`src/rtl/mips_pkg.sv`:
```
// Shared definitions for the instruction-fetch front end: word width,
// default reset vector and the fetch sequencer state enumeration.
package mips_pkg;

  localparam int unsigned WORD_W = 32;
  localparam logic [WORD_W-1:0] RESET_PC_DEFAULT = 32'h0000_0000;

  typedef enum logic [1:0] {
    ST_FETCH = 2'd0,
    ST_HOLD  = 2'd1,
    ST_FLUSH = 2'd2
  } pc_state_e;

endpackage

```
`src/rtl/pc_target_mux.sv`:
```
// Redirect target selection (jr > j > branch) with word alignment and
// detection of a misaligned raw target.
module pc_target_mux
  import mips_pkg::*;
(
  input  logic [WORD_W-1:0] redir_pc4,
  input  logic              br_valid,
  input  logic [WORD_W-1:0] br_offset,
  input  logic              j_valid,
  input  logic [25:0]       j_index,
  input  logic              jr_valid,
  input  logic [WORD_W-1:0] jr_target,
  output logic              redirect,
  output logic [WORD_W-1:0] target,
  output logic              misaligned
);

  logic [WORD_W-1:0] raw_target;

  always_comb begin
    raw_target = redir_pc4 + br_offset;
    if (jr_valid) begin
      raw_target = jr_target;
    end else if (j_valid) begin
      raw_target = {redir_pc4[31:28], j_index, 2'b00};
    end
  end

  assign redirect   = jr_valid | j_valid | br_valid;
  assign target     = {raw_target[WORD_W-1:2], 2'b00};
  assign misaligned = redirect & (raw_target[1:0] != 2'b00);

endmodule

```
`src/rtl/pc_sequencer.sv`:
```
// Instruction fetch sequencer: issues fetches from the PC, hands words to
// decode one at a time and absorbs branch/jump redirects in any state.
module pc_sequencer
  import mips_pkg::*;
#(
  parameter logic [31:0] RESET_PC = RESET_PC_DEFAULT
) (
  input  logic        clk,
  input  logic        rst_n,
  input  logic        stall,
  input  logic [31:0] redir_pc4,
  input  logic        br_valid,
  input  logic [31:0] br_offset,
  input  logic        j_valid,
  input  logic [25:0] j_index,
  input  logic        jr_valid,
  input  logic [31:0] jr_target,
  output logic        imem_req,
  output logic [31:0] imem_addr,
  input  logic        imem_ack,
  input  logic [31:0] imem_rdata,
  output logic        if_valid,
  output logic [31:0] if_instr,
  output logic [31:0] if_pc4,
  input  logic        if_ready,
  output logic        misalign
);

  pc_state_e   state_q, state_d;
  logic [31:0] pc_q, pc_d;
  logic [31:0] pend_q, pend_d;
  logic        if_valid_q, if_valid_d;
  logic [31:0] if_instr_q, if_instr_d;
  logic [31:0] if_pc4_q, if_pc4_d;
  logic        misalign_q, misalign_d;

  logic        redirect;
  logic [31:0] target;
  logic        target_misaligned;

  pc_target_mux u_target_mux (
    .redir_pc4  (redir_pc4),
    .br_valid   (br_valid),
    .br_offset  (br_offset),
    .j_valid    (j_valid),
    .j_index    (j_index),
    .jr_valid   (jr_valid),
    .jr_target  (jr_target),
    .redirect   (redirect),
    .target     (target),
    .misaligned (target_misaligned)
  );

  always_comb begin
    state_d    = state_q;
    pc_d       = pc_q;
    pend_d     = pend_q;
    if_valid_d = if_valid_q;
    if_instr_d = if_instr_q;
    if_pc4_d   = if_pc4_q;
    misalign_d = target_misaligned;

    case (state_q)
      ST_FETCH: begin
        if (imem_ack) begin
          if (redirect) begin
            pc_d = target;
          end else begin
            if_instr_d = imem_rdata;
            if_pc4_d   = pc_q + 32'd4;
            if_valid_d = 1'b1;
            pc_d       = pc_q + 32'd4;
            state_d    = ST_HOLD;
          end
        end else if (redirect) begin
          // Request already in flight: keep the address, retire it in FLUSH.
          pend_d  = target;
          state_d = ST_FLUSH;
        end
      end
      ST_FLUSH: begin
        if (redirect) begin
          pend_d = target;
        end
        if (imem_ack) begin
          pc_d    = redirect ? target : pend_q;
          state_d = ST_FETCH;
        end
      end
      ST_HOLD: begin
        if (redirect) begin
          if_valid_d = 1'b0;
          pc_d       = target;
          state_d    = ST_FETCH;
        end else if (if_ready && !stall) begin
          if_valid_d = 1'b0;
          state_d    = ST_FETCH;
        end
      end
      default: begin
        state_d = ST_FETCH;
      end
    endcase
  end

  always_ff @(posedge clk or negedge rst_n) begin
    if (!rst_n) begin
      state_q    <= ST_FETCH;
      pc_q       <= RESET_PC;
      pend_q     <= 32'd0;
      if_valid_q <= 1'b0;
      if_instr_q <= 32'd0;
      if_pc4_q   <= 32'd0;
      misalign_q <= 1'b0;
    end else begin
      state_q    <= state_d;
      pc_q       <= pc_d;
      pend_q     <= pend_d;
      if_valid_q <= if_valid_d;
      if_instr_q <= if_instr_d;
      if_pc4_q   <= if_pc4_d;
      misalign_q <= misalign_d;
    end
  end

  assign imem_req  = (state_q == ST_FETCH) || (state_q == ST_FLUSH);
  assign imem_addr = pc_q;
  assign if_valid  = if_valid_q;
  assign if_instr  = if_instr_q;
  assign if_pc4    = if_pc4_q;
  assign misalign  = misalign_q;

endmodule
```
`config.mk`:
```
export PLATFORM = sky130hd
export DESIGN_NAME = pc_sequencer
export DESIGN_NICKNAME = d
export VERILOG_FILES = /design/src/rtl/mips_pkg.sv /design/src/rtl/pc_target_mux.sv /design/src/rtl/pc_sequencer.sv
export SDC_FILE = /design/constraint.sdc
export NUM_CORES = 1
export LEC_CHECK = 0
export ABC_AREA = 1
export CELL_PAD_IN_SITES_DETAIL_PLACEMENT = 1
export CELL_PAD_IN_SITES_GLOBAL_PLACEMENT = 1
export CORE_MARGIN = 10
export CORE_UTILIZATION = 31
export CTS_CLUSTER_DIAMETER = 200
export DETAILED_ROUTE_END_ITERATION = 16
export HOLD_SLACK_MARGIN = 0.02
export PLACE_DENSITY = 0.82
export SYNTH_ARGS = -nofsm -noshare
export SYNTH_HDL_FRONTEND = slang
export SYNTH_SLANG_ARGS = --single-unit
```
`constraint.sdc`:
```
create_clock -name clk -period 1.85 [get_ports clk]
set_input_delay 0.37 -clock clk [delete_from_list [all_inputs] [get_ports clk]]
set_output_delay 0.37 -clock clk [all_outputs]
set_load 0.005 [all_outputs]
```
==> results of run 1 <==
## flip-flops by register name, indices dropped and copies added, names as in the netlist
signal and flops:
if_instr 32, imem_addr 32, state_q 2, misalign 1
if_pc4 32, if_valid 1, pend_q 32
## logic make-up after synthesis
kind of cell    Yosys count  synth area share
compound gates          222             0.130
xor+xnor                 33            0.0305
fa+ha+maj                36            0.0484
buf+inv                 206            0.0868
flops                   132             0.349
simple gates            789             0.355
## worst min-delay path by stage
| stage | from | slack (ns) | end |
|---|---|---|---|
| after floorplan | rst_n | 0.07 | if_instr[0] |
| after global placement | rst_n | 0.44 | if_instr[3] |
| after detailed placement | rst_n | 0.44 | if_instr[3] |
| after CTS | imem_rdata[8] | 0.47 | if_instr[8] |
| after global routing | imem_rdata[26] | 0.49 | if_instr[26] |
| final | imem_rdata[9] | 0.46 | if_instr[9] |
## final cells by class
class | count | area, um2
Tap cell | 390 | 488
Fill cell | 3388 | 10700
Timing Repair Buffer | 620 | 5910
Antenna cell | 1 | 2.50
Clock buffer | 18 | 429
Clock inverter | 14 | 178
Inverter | 157 | 636
Multi-Input combinational cell | 1080 | 8230
Sequential cell | 132 | 3310
Timing Repair inverter | 2 | 23.8
## cell usage after synthesis, types with 4 or more instances
cell type    n
a21boi_1    10
a21oi_1     94
a22oi_1     11
buf_2       24
clkbuf_1    21
dfrtp_1    132
ha_1        35
inv_1      150
inv_2        7
nand2_1    537
nand2_2      4
nand3_1     79
nand3_2      4
nand4_1      7
nor2_1      91
nor2_4       8
nor3_1      18
nor4_1       6
o21ai_0     73
o21ai_1     11
o21bai_1     4
o22ai_1      5
or2_2       19
xnor2_1      7
xor2_1      26
## power groups by stage
stage	Clock, mW	Sequential (mW)	Combinational [mW]
after floorplan	0	5.23	4.55
after global placement	0	5.20	11.0
after detailed placement	0	5.30	11.4
after CTS	3.60	5.33	14.0
after global routing	3.85	5.86	18.7
final	3.76	5.80	18.1
## placed cells by master, fill, tap and decap left out, drive strengths merged, types with 2 or more instances in the layout
| master | count |
|---|---|
| o22ai | 5 |
| inv | 159 |
| nor4 | 7 |
| dfrtp | 132 |
| a31oi | 2 |
| xnor2 | 7 |
| dlygate4sd2 | 26 |
| xor2 | 26 |
| ha | 35 |
| clkdlybuf4s50 | 171 |
| nor2 | 101 |
| nand4 | 7 |
| clkinvlp | 2 |
| clkdlybuf4s15 | 5 |
| nor3 | 22 |
| clkinv | 9 |
| bufinv | 3 |
| a22oi | 11 |
| a21oi | 97 |
| nand2 | 542 |
| nand3 | 83 |
| clkbuf | 49 |
| dlymetal6s2s | 6 |
| o21ai | 84 |
| nand3b | 3 |
| or2 | 21 |
| o21bai | 4 |
| buf | 380 |
| a21boi | 11 |
| o21a | 2 |
## through the flow
| stage | util | std cells | setup TNS, ns | setup WS, ns |
|---|---|---|---|---|
| detailed placement | 0.485 | 2251 | -84.00 | -1.08 |
| CTS | 0.568 | 2349 | -3.68 | -0.176 |
| global route | 0.643 | 2413 | -26.52 | -0.923 |
| global placement | 0.485 | 2251 | -76.77 | -0.927 |
| floorplan | - | 1418 | -0.909 | -0.125 |
| finish | 0.643 | 2414 | -21.64 | -0.849 |
## critical path: stages (launching register included)
cell	delay, ns
dfrtp_2	0.43
ha_4	0.18
nand3_4	0.10
buf_6	0.15
nor3_4	0.39
nand4_1	0.21
xor2_2	0.27
inv_2	0.12
o21ai_2	0.39
nand2_1	0.14
nand3_2	0.10
nand2_2	0.05
inv_1	0.09
## metal layers
metal  GRT usage  vias up
met5           0        -
met4       0.146        2
met3      0.0568      437
met2       0.490     1057
met1       0.307     6955
li1            -     5696
## timing repair
action / 4_1_cts / 5_1_grt
hold buffers: 1 / 0
resized for setup: 507 / 529
setup buffers: 67 / 65
endpoints found under the setup margin: 147 / 131
cloned: 7 / 17
pin swaps: 178 / 240
endpoints found under the hold margin: 73 / 0
==> results.py, run 1 <==
metrics = {
    "status": {
        "status": "finished, violations left",
        "violations": "negative setup slack",
    },
    "timing": {
        "fin_crit_ns": 2.70,
        "fin_crit_sh": 1.46,
        "max_freq_ghz": 0.371,
        "finClkSkew_ns": 0.0147,
        "hold_violations": 0,
        "setup_ws_ns": -0.849,
        "drv_slew": 0,
        "hold_ws_ns": 0.458,
        "finalSetupViolCount": 117,
        "worst_slew_pin_slew_ns": 0.714,
        "rsz0062_at_grt": "true",
        "timing.slew.headroom": 0.524,
    },
    "grt": {
        "grt_pass1_vias": 14200,
        "antenna_found_initial": 2,
        "grtUsageTotal": 0.278,
        "gr-total-overflow": 0,
        "grt_pass1_wl_um": 83400,
        "grt_max_degree": 83,
    },
    "finish": {
        "final_area_um2": 19200,
        "drive_gt1_frac": 0.508,
        "area_delta_synth_final_pct": 103,
        "nets": 2208,
    },
    "synthesis": {
        "avgSynthCellArea_um2": 6.68,
        "synth_flop_cell": "dfrtp_1",
        "synthTopCellsByArea": "dfrtp_1 35%, nand2_1 21%, inv_1 5.9%",
        "synth-edff-count": 0,
        "syn_area_um2": 9470,
        "ys_warn_count": 0,
        "yosysTopAreaCell": "dfrtp_1",
        "ys_ff_latch": 132,
        "synth_cell_types": 51,
        "synth_nets": 1616,
        "synth_async_sr_flop_share": 1.00,
        "synth_top_area_frac": 0.349,
        "synthCells": 1418,
        "synth_seq_area_share": 0.349,
    },
    "setup_path": {
        "crit_start": "imem_addr[2]",
        "timing_worst_setup_path_type": "flip-flop to flip-flop",
        "timing.rr.start": "imem_addr[2]",
        "r2r-end": "imem_addr[30]",
        "endpoint": "imem_addr[30]",
        "cp_max_fo": 3,
        "r2r_cells": 12,
        "arrival_ns": 3.08,
        "critPathRequiredTime_ns": 2.23,
        "endpoint_kind": "flip-flop",
        "worst-r2r-setup-slack_ns": -0.85,
        "setup.worst_path.start_class": "flip-flop",
    },
    "cts": {
        "cts_buffer_depth": 2,
        "clock_sinks": 132,
        "clk_pin_slew_ns": 0.07,
        "clk_latency_ns": 0.46,
        "htree_num_levels": 4,
        "cts_tree": "done",
        "cts_made_buffers": 17,
        "root_buffer": "clkbuf_16",
    },
    "power_and_ir_drop": {
        "p_leak_nw": 9.16,
        "seqPwrFrac": 0.210,
        "switching_share": 0.471,
        "internal-power_mw": 14.6,
        "p_comb_frac": 0.654,
        "total_power_mw": 27.7,
        "p_per_area_nw_per_um2": 1440,
        "clockPowerShare": 0.136,
        "p_sw_mw": 13.0,
        "peakVddDrop_uv": 895,
    },
    "die": {
        "start_util": 0.317,
        "num_rows": 63,
        "dieArea_um2": 37900,
        "die_x_um": 195,
        "core_area_um2": 29900,
        "die_h_um": 195,
        "pin_count": 261,
    },
    "drt": {
        "routed_wl_um": 73400,
        "highest_layer": "met5",
        "first_pass_iters": 5,
        "wl_met3_um": 5640,
        "vias": 14100,
        "dr_wl_met2_um": 35900,
        "via_per_inst": 5.86,
        "ant_nets": 0,
        "wl_met1_um": 25400,
        "first_iter_violations": 1261,
        "avgRoutedWirePerCell_um": 30.4,
        "drc_errors": 0,
    },
    "job": {
        "cap_violations": 0,
    },
    "placed_design": {
        "io_buffers": 260,
        "placed_area_um2": 14500,
        "gp_congestion": 0.973,
        "dp.final_hpwl_um": 35700,
    },
    "worst_hold_path": {
        "hold_path_depth": 3,
        "holdCritPathClass": "input port to flip-flop",
    },
}
Power figures use the tool's default switching activity.
==> inputs of run 2 (changes only) <==
- MAX_ROUTING_LAYER: default -> met4
==> results.py, run 2 (same netlist as run 1, synthesis figures left out) <==
metrics = {
    "status": {
        "status": "finished, violations left",
        "violations": "negative setup slack",
    },
    "die": {
        "die_h_um": 195,
        "dieArea_um2": 37900,
        "core_area_um2": 29900,
        "pin_count": 261,
        "die_x_um": 195,
        "num_rows": 63,
        "start_util": 0.317,
    },
    "grt": {
        "grt_pass1_wl_um": 75800,
        "antenna_found_initial": 1,
        "grtUsageTotal": 0.256,
        "gr-total-overflow": 0,
        "grt_pass1_vias": 13400,
        "grt_max_degree": 82,
    },
    "placed_design": {
        "dp.final_hpwl_um": 35700,
        "gp_congestion": 0.960,
        "dp.cells": 2253,
        "io_buffers": 260,
        "placed_area_um2": 14600,
    },
    "drt": {
        "via_per_inst": 5.55,
        "drc_errors": 0,
        "first_pass_iters": 5,
        "vias": 13100,
        "avgRoutedWirePerCell_um": 25.4,
        "first_iter_violations": 1236,
        "routed_wl_um": 60200,
        "ant_nets": 0,
    },
    "setup_path": {
        "endpoint_kind": "flip-flop",
        "r2r_cells": 13,
        "worst-r2r-setup-slack_ns": -0.60,
        "critPathRequiredTime_ns": 2.15,
        "arrival_ns": 2.75,
        "cp_max_fo": 4,
        "setup.worst_path.start_class": "flip-flop",
        "timing_worst_setup_path_type": "flip-flop to flip-flop",
    },
    "finish": {
        "fin_util": 0.600,
        "final_common_cell": "nand2_1",
        "area_delta_synth_final_pct": 89.4,
        "final_area_um2": 17900,
        "nets": 2163,
        "layout_common_cells": "410 x nand2_1, 245 x buf_4, 175 x clkdlybuf4s50_1",
        "stdcell_count": 2369,
        "drive_gt1_frac": 0.428,
    },
    "power_and_ir_drop": {
        "clockPowerShare": 0.144,
        "p_sw_mw": 11.2,
        "seqPwrFrac": 0.220,
        "p_leak_nw": 8.58,
        "total_power_mw": 25.1,
        "switching_share": 0.448,
        "peakVddDrop_uv": 771,
        "p_per_area_nw_per_um2": 1400,
        "p_comb_frac": 0.636,
        "internal-power_mw": 13.8,
    },
    "timing": {
        "hold_violations": 0,
        "rsz0062_at_grt": "true",
        "finClkSkew_ns": 0.0106,
        "finalSetupViolCount": 71,
        "timing.slew.headroom": 0.589,
        "fin_crit_sh": 1.33,
        "fin_tns_setup_ns": -13.39,
        "setup_ws_ns": -0.601,
        "max_freq_ghz": 0.408,
        "fin_crit_ns": 2.45,
        "worst_slew_pin_slew_ns": 0.610,
        "drv_slew": 0,
    },
    "cts": {
        "clock_sinks": 132,
        "htree_num_levels": 4,
        "cts_made_buffers": 17,
        "cts_buffer_depth": 2,
        "clk_pin_slew_ns": 0.06,
        "root_buffer": "clkbuf_16",
        "clk_latency_ns": 0.44,
        "cts_tree": "done",
    },
    "job": {
        "cap_violations": 0,
    },
    "worst_hold_path": {
        "holdCritPathClass": "input port to async pin",
    },
}
## run 2: changes by cell type in the layout (fill, tap and decap cells not counted), sizes merged
cell	before	now
clkdlybuf4s15	5	10
clkdlybuf4s50	171	175
clkbuf	49	38
clkinv	9	10
dlygate4sd2	26	33
buf	380	332
inv	159	156
## run 2: worst paths after layout
kind / to / start
worst min-delay path: if_instr[0] / rst_n
worst max register to register: imem_addr[17] / imem_addr[10]
min in group clk: if_instr[9] / if_instr[9]
worst min register to register: if_instr[9] / if_instr[9]
worst max-delay path: imem_addr[17] / imem_addr[10]
max in group asynchronous: imem_addr[20] / rst_n
## run 2: final cells by class
class                           instances  area, um2
Antenna cell                            1       2.50
Tap cell                              390        488
Timing Repair Buffer                  577       5320
Clock inverter                         14        178
Clock buffer                           18        439
Fill cell                            3479      11900
Inverter                              157        618
Multi-Input combinational cell       1080       7580
Sequential cell                       132       3310
## run 2: power groups by stage
stage | Combinational [mW] | Sequential [mW] | Clock [mW]
2_1_floorplan | 4.55 | 5.23 | 0
3_3_place_gp | 11.0 | 5.21 | 0
3_5_place_dp | 11.4 | 5.31 | 0
4_1_cts | 12.6 | 5.29 | 3.59
5_1_grt | 16.7 | 5.63 | 3.76
6_report | 15.9 | 5.51 | 3.62
## run 2: critical path, cell delays in order (launching register included)
cell	delay [ns]
dfrtp_1	0.40
inv_2	0.08
buf_6	0.14
nor3_4	0.33
buf_6	0.15
nand2_4	0.05
nor2_4	0.16
nand3_4	0.12
xor2_4	0.19
nor2_2	0.11
nand2_1	0.08
nand2_1	0.09
nand2_1	0.07
a21boi_1	0.32
## run 2: per-stage QoR
stage	hold WS (ns)	setup slack (ns)
3_5_place_dp	0.177	-0.939
3_3_place_gp	0.178	-0.909
2_1_floorplan	0.0744	-0.125
6_report	0.278	-0.601
4_1_cts	0.283	-0.196
5_1_grt	0.297	-0.671
## run 2: layer usage
layer,vias to the layer above,wire length (um),track usage
li1,5609,-,-
met1,6452,22000,0.289
met2,777,29700,0.436
met3,299,4270,0.0456
met4,0,4270,0.111
met5,-,0,-
## run 2: what timing repair did
action                                 4_1_cts  5_1_grt
setup buffers                               41       47
gates resized for setup                    444      320
setup endpoints to repair                  141       93
cloned                                       1        5
endpoints found under the hold margin       51        0
pin swaps                                  153      144
hold buffers                                 1        0
==> inputs of run 3 (changes only) <==
- SYNTH_HIERARCHICAL: default -> 1
==> results.py, run 3 <==
metrics = {
    "status": {
        "status": "finished, violations left",
        "violations": "negative setup slack",
    },
    "drt": {
        "avgRoutedWirePerCell_um": 22.1,
        "first_iter_violations": 883,
        "ant_nets": 0,
        "drc_errors": 0,
        "routed_wl_um": 55100,
        "vias": 13100,
        "first_pass_iters": 5,
        "via_per_inst": 5.24,
    },
    "worst_hold_path": {
        "holdCritPathClass": "input port to flip-flop",
    },
    "setup_path": {
        "timing_worst_setup_path_type": "input port to flip-flop",
        "arrival_ns": 2.85,
        "worst-r2r-setup-slack_ns": -0.13,
        "endpoint_kind": "flip-flop",
        "setup.worst_path.start_class": "input port",
        "critPathRequiredTime_ns": 2.21,
        "cp_max_fo": 4,
    },
    "synthesis": {
        "yosysTopAreaCell": "dfrtp_1",
        "ys_ff_latch": 132,
        "synth_async_sr_flop_share": 1.00,
        "synth-edff-count": 0,
        "synth_seq_area_share": 0.328,
        "avgSynthCellArea_um2": 6.27,
        "ys_warn_count": 6,
        "synth_cell_types": 41,
        "synth_top_area_frac": 0.328,
        "syn_area_um2": 10100,
        "synth_most_common_cell": "nand2_1",
        "synth.top_cells.by_count": "660 x nand2_1, 172 x inv_1, 132 x dfrtp_1, 115 x nor2_1",
        "synth_flop_cell": "dfrtp_1",
        "synthCells": 1606,
        "synthTopCellsByArea": "dfrtp_1 33%, nand2_1 25%, inv_1 6.4%",
    },
    "timing": {
        "finClkSkew_ns": 0.0127,
        "finalSetupViolCount": 50,
        "setup_ws_ns": -0.641,
        "fin_crit_ns": 2.49,
        "hold_violations": 0,
        "drv_slew": 0,
        "rsz0062_at_grt": "true",
        "hold_ws_ns": 0.385,
        "fin_crit_sh": 1.35,
        "max_freq_ghz": 0.401,
    },
    "power_and_ir_drop": {
        "peakVddDrop_uv": 914,
        "internal-power_mw": 12.4,
        "clockPowerShare": 0.154,
        "p_leak_nw": 8.58,
        "p_sw_mw": 10.2,
        "seqPwrFrac": 0.242,
        "switching_share": 0.451,
        "p_per_area_nw_per_um2": 1260,
        "p_comb_frac": 0.605,
    },
    "finish": {
        "final_common_cell": "nand2_1",
        "layout_common_cells": "491 x nand2_1, 188 x clkdlybuf4s50_1, 176 x buf_4",
        "fin_util": 0.562,
        "drive_gt1_frac": 0.378,
        "stdcell_count": 2501,
        "area_delta_synth_final_pct": 77.4,
        "nets": 2248,
    },
    "cts": {
        "cts_buffer_depth": 2,
        "cts_tree": "done",
        "cts_made_buffers": 17,
        "clk_pin_slew_ns": 0.07,
        "root_buffer": "clkbuf_16",
        "htree_num_levels": 4,
        "clk_latency_ns": 0.44,
        "clock_sinks": 132,
    },
    "grt": {
        "grt_max_degree": 79,
        "grt.busiest_layer": "met2",
        "grtUsageTotal": 0.236,
        "use_met3": 0.0326,
        "grt_pass1_wl_um": 74500,
        "gr-total-overflow": 0,
        "antenna_found_initial": 4,
        "grt.met2_usage": 0.407,
        "grt_pass1_vias": 13600,
        "grt_util_met1": 0.268,
    },
    "job": {
        "cap_violations": 0,
    },
    "die": {
        "num_rows": 65,
        "die_x_um": 200,
        "core_area_um2": 31800,
        "die_h_um": 200,
        "pin_count": 261,
        "start_util": 0.317,
        "dieArea_um2": 40100,
    },
    "placed_design": {
        "dp.final_hpwl_um": 35200,
        "dp.cells": 2405,
        "dpl_worst_slack_ns": -1.29,
        "gp_congestion": 0.909,
        "io_buffers": 260,
    },
}
run 3: what timing repair did:
item,CTS,global route
pin swaps,229,136
buffers inserted,39,25
endpoints found under the hold margin,65,0
resized for setup,541,286
hold buffers,1,0
endpoints found under the setup margin,141,87
gates cloned,0,1
run 3: critical path, cell delays in order:
cell     delay, ns
buf_2         0.13
ha_4          0.35
nand2_8       0.09
buf_6         0.13
nor3_4        0.11
nand2_2       0.09
nand2_4       0.09
xor2_1        0.16
nor2_1        0.08
o21ai_2       0.40
buf_6         0.19
nand2_4       0.06
o21ai_4       0.08
a22oi_1       0.09
a21oi_1       0.19
nand2_1       0.12
nand2_1       0.12
run 3: layer usage:
metal / vias to the layer above / routed length [um]
met2: 478 / 27700
met1: 6476 / 21500
met3: 205 / 2290
li1: 5958 / -
met4: 0 / 3600
met5: - / 0
run 3: power by group through the flow:
stage                     sequential (mW)  clock, mW  combinational, mW
after floorplan                      5.17          0               5.59
after global placement               5.26          0               10.7
after detailed placement             5.33          0               11.1
after CTS                            5.34       3.47               11.8
after global routing                 5.59       3.64               14.7
final                                5.46       3.47               13.7
run 3: path summary, 6_finish.rpt:
path | startpoint | endpoint | cells after the start
setup / recovery | redir_pc4[8] | imem_addr[13] | 17
hold / removal | redir_pc4[0] | misalign | 4
setup reg to reg | state_q[1] | imem_addr[13] | 12
hold reg to reg | if_instr[2] | if_instr[2] | 2
max in group asynchronous | rst_n | imem_addr[10] | 3
min in group asynchronous | rst_n | imem_addr[1] | 3
run 3: kinds of logic after synthesis:
family | after synthesis | synth area share
AND/OR/NAND/NOR | 904 | 0.361
AO/OA/AOI/OAI | 263 | 0.145
buffers and inverters | 247 | 0.100
flip-flops | 132 | 0.328
adder cells (fa/ha/maj) | 36 | 0.0455
XOR/XNOR | 23 | 0.0200
other | 1 | 0.000372
run 3: cell type report:
type                    count  area (um2)
clock inverters            14         156
diodes                      4        10.0
repair buffers            490        4630
well taps                 435         544
fillers                  3833       13900
flip-flops and latches    132        3330
clock buffers              17         425
inverters                 181         708
multi-input cells        1228        8070
run 3: stage by stage:
stage / cell area (um2) / TNS [ns] / power (mW)
6_report: 17900 / -10.90 / 22.6
5_1_grt: 17900 / -16.01 / 23.9
4_1_cts: 16600 / -4.42 / 20.6
3_5_place_dp: 14800 / -89.09 / 16.4
3_3_place_gp: 14800 / -81.91 / 15.9
2_1_floorplan: 10500 / -5.33 / 10.8
==> RTL edit: new RTL, flow settings as in run 3 <==
Register the input `jr_target` before use, without a reset. The logic sees it one clock later. The other inputs are not delayed to match.
--- a/src/rtl/pc_sequencer.sv
+++ b/src/rtl/pc_sequencer.sv
@@ -26,6 +26,12 @@
   output logic        misalign
 );
 
+  logic [31:0] jr_target_q;
+
+  always_ff @(posedge clk) begin
+    jr_target_q <= jr_target;
+  end
+
   pc_state_e   state_q, state_d;
   logic [31:0] pc_q, pc_d;
   logic [31:0] pend_q, pend_d;
@@ -45,7 +51,7 @@
     .j_valid    (j_valid),
     .j_index    (j_index),
     .jr_valid   (jr_valid),
-    .jr_target  (jr_target),
+    .jr_target  (jr_target_q),
     .redirect   (redirect),
     .target     (target),
     .misaligned (target_misaligned)
Behaviour: not the same (a bounded check fails within 4 cycles, from zero or initial values and one cycle with rst_n low).
==> RTL edit against run 3 <==
- the flow still finishes with violations (negative setup slack)
- wire length rose by 14%
- power rose by 4.2%
- largest power group unchanged
- worst setup slack worse by 0.077 ns
- via count rose by 6.5%
- cell area grew 5.0%
- largest cell class unchanged
- area after synthesis grew 7.2%
- core utilization down 1.7 points
- synthesized cell count grew 1.9%
- sequential cell count increased by 32
==> RTL edit: results (changes against run 3) <==
Status
  • Run status: finished with violations (unchanged)
  • Failing checks: negative setup slack (unchanged)

Synth
  • Top post-synthesis cells by count: nand2_1, inv_1, dfrtp_1, nor2_1, o21ai_0 (was nand2_1, inv_1, dfrtp_1, nor2_1)
  • Cells after synthesis: 1637 (was 1606)
  • Yosys warning count: 6 (unchanged)
  • Asr flop ratio synth: 0.805 (was 1.00)
  • Sequential area share after synthesis: 0.365 (was 0.328)
  • Area contributors post-synth: dfrtp_1, nand2_1, inv_1 (unchanged)
  • Synth unique cells: 45 (was 41)

Placed design
  • Final Wtd Congestion: 0.962 (was 0.909)
  • Cells after DPL: 2453 (was 2405)
  • Post-DP HPWL: 37300 um (was 35200 um)
  • Buffers on Ports: 260 (unchanged)

Timing
  • Setup violations, final: 59 (was 50)
  • Worst Clk Skew: 0.0151 ns (was 0.0127 ns)
  • Slack of the critical path: -0.717 ns (was -0.641 ns)
  • Final Max Slew Viols: 0 (unchanged)

Hold path
  • Worst hold stages: 1 (was 4)
  • Hold Crit Start: jr_target[13] (was redir_pc4[0])
  • Hold worst-path end: jr_target_q[13] (was misalign)

Pwr
  • VDD IR-drop max: 789 uV (was 914 uV)
  • Net Sw Frac: 0.444 (was 0.451)
  • Lkg Pwr: 8.90 nW (was 8.58 nW)

Global routing
  • GRT Resource Usage Total: 0.258 (was 0.236)
  • Initial antenna violation count: 7 (was 4)
  • Largest net degree at the start of global routing: 51 (was 79)
  • Number of global-route vias before repair: 14800 (was 13600)
  • First-pass GRT wire length: 83800 um (was 74500 um)

Routing
  • Via count: 14000 (was 13100)
  • Via/cell ratio: 5.45 (was 5.24)
  • Final WL: 62900 um (was 55100 um)
  • First DRT Iteration DRCs: 1081 (was 883)

Setup path
  • FF-to-FF setup slack: -0.10 ns (was -0.13 ns)
  • Worst Path Arrival: 2.95 ns (was 2.85 ns)
  • Cell type of the slowest stage on the worst timing path: ha_4 (was o21ai_2)
  • Reg2reg path depth: 10 (was 12)
  • Critical Path Fanout Max: 3 (was 4)
  • RR Startpoint: imem_addr[2] (was state_q[1])
  • CP peak stage delay: 0.30 ns (was 0.40 ns)

Final layout
  • Ratio of cells with drive above 1 in the final layout: 0.393 (was 0.378)
  • Filler cells: 4076 (was 3833)
  • Nets: 2288 (was 2248)

Clock tree
  • Clk root buf: clkbuf_16 (unchanged)
==> RTL edit: area by class of cell <==
class                           count  share of cell area
Clock buffer                       17              0.0227
Tap cell                          455              0.0303
Timing Repair Buffer              497               0.248
Clock inverter                     15             0.00894
Antenna cell                        8             0.00107
Multi-Input combinational cell   1227               0.441
Sequential cell                   164               0.211
Inverter                          183              0.0373
==> RTL edit: kinds of logic (layout without fill, tap and decap cells) <==
family	Yosys count	count (layout)	synth area share
AND/OR/NAND/NOR	909	909	0.349
AO/OA/AOI/OAI	260	260	0.132
buffers and inverters	247	712	0.0938
flip-flops	164	164	0.365
adder cells (fa/ha/maj)	36	36	0.0424
XOR/XNOR	20	20	0.0162
other	1	10	0.000347
==> RTL edit: how the worst max path moves through the flow <==
stage	from	to	cells past startpoint	slack, ns
global route	br_offset[12]	imem_addr[17]	19	-0.73
finish	redir_pc4[10]	imem_addr[17]	19	-0.72
CTS	redir_pc4[2]	imem_addr[11]	16	-0.23
global placement	redir_pc4[0]	imem_addr[12]	16	-1.16
detailed placement	redir_pc4[2]	imem_addr[11]	16	-1.22
floorplan	redir_pc4[0]	imem_addr[24]	18	-0.31
==> RTL edit: worst max-delay path, delay by kind of cell <==
kind,cells,cell delay (ns)
buffers and inverters,3,0.39
AND/OR/NAND/NOR,10,0.98
adder cells (fa/ha/maj),1,0.30
AO/OA/AOI/OAI,5,0.89
==> RTL edit: repair_timing <==
action	4_1_cts	5_1_grt
gates cloned	1	0
endpoints found under the hold margin	15	0
resized for setup	606	272
pin swaps	209	96
buffers inserted	46	31
setup endpoints to repair	97	85
hold buffers	1	0
==> RTL edit: layer usage <==
metal  global-route usage  part of all wire
met1                0.288              0.38
met2                0.438              0.48
met3               0.0481             0.074
met4                0.121             0.068
met5                    -                 0
==> RTL edit: per-stage QoR <==
stage / hold WS (ns) / instance area [sq um] / utilization / setup slack, ns / setup TNS, ns
floorplan: 0.0744 / 11200 / - / -0.314 / -5.56
global placement: 0.285 / 15500 / 0.450 / -1.16 / -80.35
detailed placement: 0.293 / 15500 / 0.450 / -1.22 / -90.24
CTS: 0.358 / 17600 / 0.509 / -0.234 / -4.66
global route: 0.351 / 18800 / 0.545 / -0.730 / -22.10
finish: 0.358 / 18800 / 0.545 / -0.717 / -18.49
==> RTL edit: power groups by stage <==
stage | clock network, mW | logic [mW] | registers, mW
2_1_floorplan | 0 | 5.43 | 5.97
3_3_place_gp | 0 | 10.7 | 6.09
3_5_place_dp | 0 | 11.1 | 6.18
4_1_cts | 3.74 | 12.1 | 6.16
5_1_grt | 3.94 | 14.6 | 6.41
6_report | 3.73 | 13.5 | 6.26
